File: src/rtl/tx_link_scheduler.sv
// tx_link_scheduler: runs PRBS link training on the 8b/10b transmitter, then arbitrates
// control bytes and packetised data bytes into the transmitter through one holding register.
module tx_link_scheduler #(
   parameter int TRAIN_CYCLES = 1024,
   parameter int CNT_W        = 16
) (
   input  logic             clk_bit,
   input  logic             rst_n,
   input  logic [7:0]       ctrl_data,
   input  logic             ctrl_valid,
   output logic             ctrl_pop,
   input  logic [7:0]       data_data,
   input  logic             data_valid,
   input  logic             data_last,
   output logic             data_pop,
   input  logic             retrain,
   output logic [7:0]       tx_d_in,
   output logic             tx_d_in_valid,
   output logic             tx_prbs_on,
   input  logic             tx_read_enable,
   input  logic             tx_idle,
   output logic             training,
   output logic [CNT_W-1:0] ctrl_sent,
   output logic [CNT_W-1:0] data_sent
);

   typedef enum logic {ST_TRAIN, ST_RUN} state_t;
   typedef enum logic {SRC_CTRL, SRC_DATA} src_t;

   localparam logic [CNT_W-1:0] TRAIN_LAST = CNT_W'(TRAIN_CYCLES - 1);
   localparam logic [CNT_W-1:0] CNT_ONE    = CNT_W'(1);

   state_t           state_q, state_d;
   logic [CNT_W-1:0] train_cnt_q, train_cnt_d;
   logic [7:0]       hold_data_q, hold_data_d;
   logic             hold_valid_q, hold_valid_d;
   src_t             hold_src_q, hold_src_d;
   src_t             last_grant_q, last_grant_d;
   logic             pkt_lock_q, pkt_lock_d;
   logic             retrain_pend_q, retrain_pend_d;
   logic             ctrl_pop_d, data_pop_d;
   logic [CNT_W-1:0] ctrl_sent_d, data_sent_d;
   logic             can_pick, grant_ctrl, grant_data, enter_train;

   // The transmitter's idle indication carries no scheduling information.
   logic unused_tx_idle;
   assign unused_tx_idle = tx_idle;

   assign tx_d_in       = hold_data_q;
   assign tx_d_in_valid = hold_valid_q;
   assign training      = tx_prbs_on;

   // NOTE: every signal gets its default first so no path through this block can infer a latch.
   always_comb begin
      state_d        = state_q;
      train_cnt_d    = train_cnt_q;
      hold_data_d    = hold_data_q;
      hold_valid_d   = hold_valid_q;
      hold_src_d     = hold_src_q;
      last_grant_d   = last_grant_q;
      pkt_lock_d     = pkt_lock_q;
      retrain_pend_d = retrain_pend_q | retrain;
      ctrl_pop_d     = 1'b0;
      data_pop_d     = 1'b0;
      ctrl_sent_d    = ctrl_sent;
      data_sent_d    = data_sent;
      grant_ctrl     = 1'b0;
      grant_data     = 1'b0;
      enter_train    = 1'b0;

      // A pop issued last cycle must reach the source before the next pick.
      can_pick = (state_q == ST_RUN) && !hold_valid_q && !ctrl_pop && !data_pop;

      if (state_q == ST_TRAIN) begin
         if (train_cnt_q == TRAIN_LAST) begin
            state_d     = ST_RUN;
            train_cnt_d = '0;
         end else begin
            train_cnt_d = train_cnt_q + CNT_ONE;
         end
      end else if (can_pick) begin
         if (pkt_lock_q) begin
            grant_data = data_valid;
         end else if (retrain_pend_q) begin
            enter_train = 1'b1;
         end else if (ctrl_valid && data_valid) begin
            grant_ctrl = (last_grant_q == SRC_DATA);
            grant_data = (last_grant_q == SRC_CTRL);
         end else begin
            grant_ctrl = ctrl_valid;
            grant_data = data_valid;
         end
      end

      if (enter_train) begin
         state_d        = ST_TRAIN;
         train_cnt_d    = '0;
         retrain_pend_d = retrain;
      end

      if (hold_valid_q && tx_read_enable) begin
         hold_valid_d = 1'b0;
         if (hold_src_q == SRC_CTRL) ctrl_sent_d = ctrl_sent + CNT_ONE;
         else                        data_sent_d = data_sent + CNT_ONE;
      end

      if (grant_ctrl) begin
         hold_data_d  = ctrl_data;
         hold_valid_d = 1'b1;
         hold_src_d   = SRC_CTRL;
         last_grant_d = SRC_CTRL;
         ctrl_pop_d   = 1'b1;
      end

      if (grant_data) begin
         hold_data_d  = data_data;
         hold_valid_d = 1'b1;
         hold_src_d   = SRC_DATA;
         last_grant_d = SRC_DATA;
         pkt_lock_d   = !data_last;
         data_pop_d   = 1'b1;
      end
   end

   // NOTE: sequential state uses non-blocking assignments so every register samples pre-edge values.
   always_ff @(posedge clk_bit or negedge rst_n) begin
      if (!rst_n) begin
         state_q        <= ST_TRAIN;
         train_cnt_q    <= '0;
         hold_data_q    <= '0;
         hold_valid_q   <= 1'b0;
         hold_src_q     <= SRC_CTRL;
         last_grant_q   <= SRC_DATA;
         pkt_lock_q     <= 1'b0;
         retrain_pend_q <= 1'b0;
         ctrl_pop       <= 1'b0;
         data_pop       <= 1'b0;
         tx_prbs_on     <= 1'b1;
         ctrl_sent      <= '0;
         data_sent      <= '0;
      end else begin
         state_q        <= state_d;
         train_cnt_q    <= train_cnt_d;
         hold_data_q    <= hold_data_d;
         hold_valid_q   <= hold_valid_d;
         hold_src_q     <= hold_src_d;
         last_grant_q   <= last_grant_d;
         pkt_lock_q     <= pkt_lock_d;
         retrain_pend_q <= retrain_pend_d;
         ctrl_pop       <= ctrl_pop_d;
         data_pop       <= data_pop_d;
         tx_prbs_on     <= (state_d == ST_TRAIN);
         ctrl_sent      <= ctrl_sent_d;
         data_sent      <= data_sent_d;
      end
   end

endmodule

File: config.mk
export PLATFORM = sky130hd
export DESIGN_NAME = tx_link_scheduler
export DESIGN_NICKNAME = d
export VERILOG_FILES = /design/src/rtl/tx_link_scheduler.sv
export SDC_FILE = /design/constraint.sdc
export NUM_CORES = 1
export LEC_CHECK = 0
export ABC_CLOCK_PERIOD_IN_PS = 2700
export CAP_MARGIN = 20
export CORE_MARGIN = 1.5
export CORE_UTILIZATION = 50
export DETAILED_ROUTE_END_ITERATION = 8
export GPL_TIMING_DRIVEN = 0
export HOLD_SLACK_MARGIN = 0.15
export PLACE_DENSITY = 0.87
export SYNTH_ARGS = -nofsm -noshare
export SYNTH_HDL_FRONTEND = slang
export SYNTH_SLANG_ARGS = --single-unit
File: constraint.sdc
create_clock -name clk_bit -period 2.7 [get_ports clk_bit]
set_input_delay 0.27 -clock clk_bit [delete_from_list [all_inputs] [get_ports clk_bit]]
set_output_delay 0.27 -clock clk_bit [all_outputs]
set_load 0.01 [all_outputs]
; After elaboration in Yosys (flattened, before gate mapping)
; Index checks and enable logic that the tools add are counted.
[word_totals]
in_bits = 24
reg_bits = 65
output_inout_bits = 45
[classes]
reduce_logical = 13
n_eq_ne = 2
add_sub_neg = 3
mux = 30
n_bitwise = 4
[op_table]
columns = op, n
row1 = adder 16 x 1 -> 16 bit (second input constant), 3
row2 = 2-to-1 mux 16 bit, 3
row3 = 2-to-1 mux 1 bit, 25
row4 = == test 16 x 10 -> 1 bit (second input constant), 1
row5 = 2-to-1 mux 8 bit, 2
row6 = logical AND 1 bit, 5
row7 = zero test 1 bit, 4
row8 = AND reduction 2 bit, 2
row9 = NOT 1 bit, 3
row10 = nonzero test 3 bit, 1
row11 = inequality test 2 x 1 -> 1 bit (second input constant), 1
row12 = nonzero test 2 bit, 1
row13 = bitwise OR 1 bit, 1

; Depth between registers and ports, before layout
[logic_depth]
depth_word = 8
depth_mapped = 6

; Worst setup path before layout
; Ideal clock, no wire load.
[synth_path]
path_kind = flip-flop to flip-flop
start = reg hold_valid_q, in the netlist tx_d_in_valid
end = reg hold_data_q[2], in the netlist tx_d_in[2]
setup_ps = 123
stages_incl_launch_ff = 6
arrival_ps = 1882
required_ps = 2577
slack_ps = 695
n_path_buf = 1
path_cell_list = dfrtp_1 or4b_4 a2111oi_4 buf_6 mux2i_1 a21oi_1
[synth_between]
elab_chain_len = 7
[synth_rtl]
columns = item, line_no
row1 = from (decl), 36  ; logic hold_valid_q, hold_valid_d;
row2 = from (signal assigned), 145  ; hold_valid_q <= hold_valid_d;
row3 = zero test 1 bit *, 72  ; can_pick = (state_q == ST_RUN) && !hold_valid_q && !ctrl_pop && !data_pop;
row4 = logical AND 1 bit * (3 in series), 72
row5 = 2-to-1 mux 1 bit, 81  ; end else if (can_pick) begin
row6 = 2-to-1 mux 1 bit, 74  ; if (state_q == ST_TRAIN) begin
row7 = 2-to-1 mux 8 bit / nonzero test 2 bit (equally long branches), -
row8 = to (signal assigned), 144  ; hold_data_q <= hold_data_d;
row9 = to (decl), 35  ; logic [7:0] hold_data_q, hold_data_d;
; Every way passes the cells marked *; elsewhere a longest branch is shown, timed or not.
; A chain may end at the register's enable or synchronous reset.

; Worst setup path in the final report
[layout_path]
start = reg hold_valid_q, in the netlist tx_d_in_valid
end = reg hold_data_q[5], in the netlist tx_d_in[5]
; The elaborated chain is that of the path after synthesis.

==> metrics.txt <==
# TYPE chip_impl_metric gauge
chip_impl_metric{name="post_drt_via_cell_ratio",unit=""} 5.67
chip_impl_metric{name="via_count",unit=""} 2618
chip_impl_metric{name="number_of_instances_in_the_synthesized_netlist",unit=""} 303
chip_impl_metric{name="share_of_cells_above_drive_strength_1",unit="%"} 8.27
chip_impl_metric{name="gr-usage-met2",unit="%"} 36.3
chip_impl_metric{name="gr-usage-all-layers",unit="%"} 21.8
chip_impl_metric{name="reg2reg_slack",unit="ns"} 0.55
chip_impl_info{name="worst_r2r_endpoint",value="tx_d_in[5]$_DFFE_PN0P_"} 1
chip_impl_metric{name="detail_route.first_pass.iterations",unit=""} 4
chip_impl_metric{name="finalCoreUtilization",unit="%"} 69.0
chip_impl_metric{name="floorplan_die_width",unit="um"} 82.3
chip_impl_info{name="most_frequently_used_flop_master_after_synthesis",value="sky130_fd_sc_hd__dfrtp_1"} 1
chip_impl_metric{name="finalWorstPathRequiredPeriod",unit="ns"} 2.15
chip_impl_metric{name="fin_cells",unit=""} 462
chip_impl_metric{name="floorplan.core_area",unit="mm^2"} 0.00599
chip_impl_metric{name="slew_headroom",unit="%"} 46.4
chip_impl_metric{name="cts_num_sinks",unit=""} 65
chip_impl_metric{name="syn-mean-instance-area",unit="um^2"} 10.4
chip_impl_info{name="timing.critical_path.cells",value="or4b_4 > a2111oi_4 > buf_6 > mux2i_1 > a21oi_1"} 1
chip_impl_metric{name="setup_viol_count_final",unit=""} 0
chip_impl_info{name="worst_hold_path.endpoint",value="ctrl_sent[15]$_DFFE_PN0P_"} 1
chip_impl_metric{name="highest_achievable_clock_rate",unit="MHz"} 465
chip_impl_info{name="critPathKind",value="reg2reg"} 1
chip_impl_metric{name="cts-buffers-inserted",unit=""} 9
chip_impl_info{name="clock-root-buffer",value="sky130_fd_sc_hd__clkbuf_8"} 1
chip_impl_metric{name="grt_start_max_net_pins",unit=""} 66
chip_impl_metric{name="layout_net_count",unit=""} 409
chip_impl_info{name="worst_r2r_startpoint",value="tx_d_in_valid$_DFFE_PN0P_"} 1
chip_impl_metric{name="antenna_found_initial",unit=""} 0
chip_impl_metric{name="synth.cell_area",unit="mm^2"} 0.00314
chip_impl_metric{name="total_power_divided_by_cell_area",unit="mW/mm^2"} 482
chip_impl_metric{name="post_cts_hold_buffer_count",unit=""} 1
chip_impl_metric{name="clock_latency",unit="ns"} 0.35
chip_impl_info{name="mostFrequentLayoutCells",value="66 x sky130_fd_sc_hd__clkdlybuf4s50_1, 63 x sky130_fd_sc_hd__dfrtp_1, 27 x sky130_fd_sc_hd__nand2_1, 18 x sky130_fd_sc_hd__nor2_1, 16 x sky130_fd_sc_hd__xor2_1"} 1
chip_impl_metric{name="mean_routed_wirelength_per_cell",unit="um"} 14.9
chip_impl_metric{name="area_delta_synth_final",unit="%"} 31.5
chip_impl_info{name="highest_delay_cell_along_the_critical_path",value="sky130_fd_sc_hd__or4b_4"} 1
chip_impl_metric{name="die-height",unit="um"} 82.3
chip_impl_metric{name="timing.final.max_slew_violations",unit=""} 0
chip_impl_metric{name="post-cts-setup-buffer-count",unit=""} 0
chip_impl_metric{name="post-layout-total-power",unit="mW"} 1.99
chip_impl_metric{name="leakagePower",unit="nW"} 1.86
chip_impl_metric{name="grt.met3_usage",unit="%"} 8.02
chip_impl_metric{name="die_area",unit="mm^2"} 0.00677
chip_impl_info{name="outcome",value="finished clean"} 1
chip_impl_metric{name="diodes",unit=""} 0
chip_impl_metric{name="gr-total-overflow",unit=""} 0
chip_impl_metric{name="cts.htree.levels",unit=""} 3
chip_impl_metric{name="post_cts.resized_instances",unit=""} 0
chip_impl_metric{name="routability_congestion_estimate",unit=""} 0.853
chip_impl_metric{name="placed_cells",unit=""} 445
chip_impl_metric{name="synth-warning-count",unit=""} 0
chip_impl_metric{name="final.period_utilization",unit="%"} 79.6
chip_impl_metric{name="critical_path_buf_inv_count",unit=""} 1
chip_impl_metric{name="drtAntennaViolNets",unit=""} 0
chip_impl_metric{name="crit_required",unit="ns"} 2.93
chip_impl_info{name="grt_most_used_layer",value="met2"} 1
chip_impl_metric{name="io_buffer_count",unit=""} 67
chip_impl_metric{name="cp_data_arrival_time",unit="ns"} 2.38
chip_impl_metric{name="crit_path_max_incr_delay",unit="ns"} 0.60
chip_impl_metric{name="postSynth.asyncResetShare",unit="%"} 100
chip_impl_metric{name="remaining_drc_errors",unit=""} 0
chip_impl_metric{name="critical_path_peak_fanout",unit=""} 10
chip_impl_metric{name="synth_enable_flop_cells",unit=""} 0
chip_impl_metric{name="post_route_skew",unit="ns"} 0.00620
chip_impl_metric{name="grtUsageMet1",unit="%"} 26.5
chip_impl_metric{name="vdd.ir_drop.worst",unit="mV"} 0.497
chip_impl_metric{name="max-cap-violations",unit=""} 0
chip_impl_metric{name="holdPathStages",unit=""} 1
chip_impl_info{name="startpoint_types",value="flop"} 1
chip_impl_metric{name="clkSlewWorstSetupHoldPaths",unit="ns"} 0.08
chip_impl_info{name="crit_family",value="simple AND/OR/NAND/NOR gates"} 1
chip_impl_info{name="layout.cells.most_common",value="sky130_fd_sc_hd__clkdlybuf4s50_1"} 1
chip_impl_info{name="hold_class",value="reg2reg"} 1
chip_impl_metric{name="placement_rows",unit=""} 28
chip_impl_metric{name="first_global_vias",unit=""} 2432
chip_impl_metric{name="post_synth_num_cell_types",unit=""} 48
chip_impl_metric{name="ys_seq_elements",unit=""} 65
chip_impl_metric{name="r2r_cells",unit=""} 5
chip_impl_metric{name="ctsLongestPathBuffers",unit=""} 2
chip_impl_info{name="cts_tree",value="yes"} 1
chip_impl_info{name="hold_path.startpoint",value="ctrl_sent[15]$_DFFE_PN0P_"} 1
chip_impl_metric{name="timing.critical_path.depth",unit=""} 5
chip_impl_metric{name="first_iteration_detailed_routing_drc_count",unit=""} 117
chip_impl_metric{name="final_hold_viol_count",unit=""} 0
chip_impl_metric{name="grt_first_pass_wirelength",unit="um"} 11200
chip_impl_metric{name="max_slew.worst_pin.slew",unit="ns"} 0.803
chip_impl_info{name="end_kind",value="flop"} 1
chip_impl_metric{name="drt-total-wl",unit="um"} 6890
chip_impl_metric{name="initial_utilization",unit="%"} 52.4
chip_impl_metric{name="synth_seq_area_share",unit="%"} 51.9
chip_impl_metric{name="syn_nets",unit=""} 330
chip_impl_metric{name="number_of_top_level_design_ports",unit=""} 69
chip_impl_metric{name="post-dp-hpwl",unit="um"} 4780
chip_impl_info{name="grt_setup_unrepaired",value="no"} 1
==> layer usage <==
layer / vias to the layer above / part of all wire [%] / routed length (um)
met1: 1283 / 42 / 2870
li1: 1242 / - / -
met2: 84 / 51 / 3540
met3: 9 / 5.8 / 398
met5: - / 0 / 0
met4: 0 / 1.2 / 82
==> cell families (layout without fill, tap and decap cells) <==
kind of cell,after synthesis,in the layout,synth area share [%]
muxes,10,10,3.27
AOI/OAI and AO/OA,42,42,9.20
and+or+nand+nor,128,128,22.4
xor gates and xnor gates,30,30,8.36
buffers and inverters,25,109,3.70
DFF,65,65,51.9
adders and majority gates,3,3,1.19
==> synthesized netlist by cell type, drive strengths merged (2+ instances only) <==
master,n,area share (%)
and2,3,0.60
nor2,18,2.2
nor3,10,1.8
xor2,16,4.5
nand4,14,2.8
ha,3,1.2
or3,7,1.4
inv,13,1.6
and3,9,1.9
xnor2,14,3.9
or4,2,0.48
a221o,2,0.64
nand3,15,2.4
clkbuf,8,0.96
a211o,2,0.56
a21o,2,0.48
o211ai,4,0.96
nor4,4,0.80
mux2,2,0.72
mux2i,8,2.5
buf,4,1.2
a31oi,2,0.40
nand3b,5,1.2
o21ai,9,1.4
and4,5,1.4
nand2,27,3.2
a21oi,14,2.2
dfrtp,63,50
dfstp,2,1.7
==> metrics by stage <==
| step | cell area (um^2) | setup slack [ns] | hold WS (ns) | setup TNS (ns) |
|---|---|---|---|---|
| after detailed placement | 3900 | 0.563 | 0.412 | 0 |
| after global routing | 4130 | 0.432 | 0.486 | 0 |
| final | 4130 | 0.551 | 0.480 | 0 |
| after global placement | 3910 | -0.685 | 0.457 | -42.97 |
| after CTS | 4130 | 0.544 | 0.469 | 0 |
| after floorplan | 3140 | 0.695 | -0.0256 | 0 |
==> flip-flops by register name, summed over array words and instances, names as in the netlist <==
name / count
ctrl_pop: 1
ctrl_sent: 16
data_pop: 1
data_sent: 16
hold_src_q: 1
last_grant_q: 1
pkt_lock_q: 1
retrain_pend_q: 1
state_q: 1
train_cnt_q: 16
training: 1
tx_d_in: 8
tx_d_in_valid: 1
==> area by class of cell <==
type	instances	area (um^2)
clock buffers	9	124
flip-flops and latches	65	1630
inverters	13	48.8
fillers	440	1860
clock inverters	7	95.1
multi-input cells	213	1400
repair buffers	68	678
plain buffers	12	67.6
well taps	75	93.8
==> how the worst max path moves through the flow <==
| stage | startpoint | to | slack [ns] |
|---|---|---|---|
| 2_1_floorplan | tx_d_in_valid$_DFFE_PN0P_ | tx_d_in[2]$_DFFE_PN0P_ | 0.69 |
| 3_3_place_gp | rst_n | data_sent[14]$_DFFE_PN0P_ | -0.69 |
| 3_5_place_dp | tx_d_in_valid$_DFFE_PN0P_ | tx_d_in[2]$_DFFE_PN0P_ | 0.56 |
| 4_1_cts | tx_d_in_valid$_DFFE_PN0P_ | tx_d_in[5]$_DFFE_PN0P_ | 0.54 |
| 5_1_grt | tx_d_in_valid$_DFFE_PN0P_ | tx_d_in[5]$_DFFE_PN0P_ | 0.43 |
| 6_report | tx_d_in_valid$_DFFE_PN0P_ | tx_d_in[5]$_DFFE_PN0P_ | 0.55 |
==> worst reg2reg max path: cells and delay by family (launching register included) <==
kind | cells | cell delay (ns)
buffers and inverters | 1 | 0.22
AO/OA/AOI/OAI | 2 | 0.55
AND/OR/NAND/NOR | 1 | 0.60
multiplexers | 1 | 0.22
flip-flops | 1 | 0.45
==> where the power goes <==
part           total [mW]  switching, mW  internal, mW
Clock               0.906          0.387         0.519
Combinational      0.0910         0.0388        0.0522
Sequential          0.994        0.00943         0.985
(Power assumes the default switching activity.)
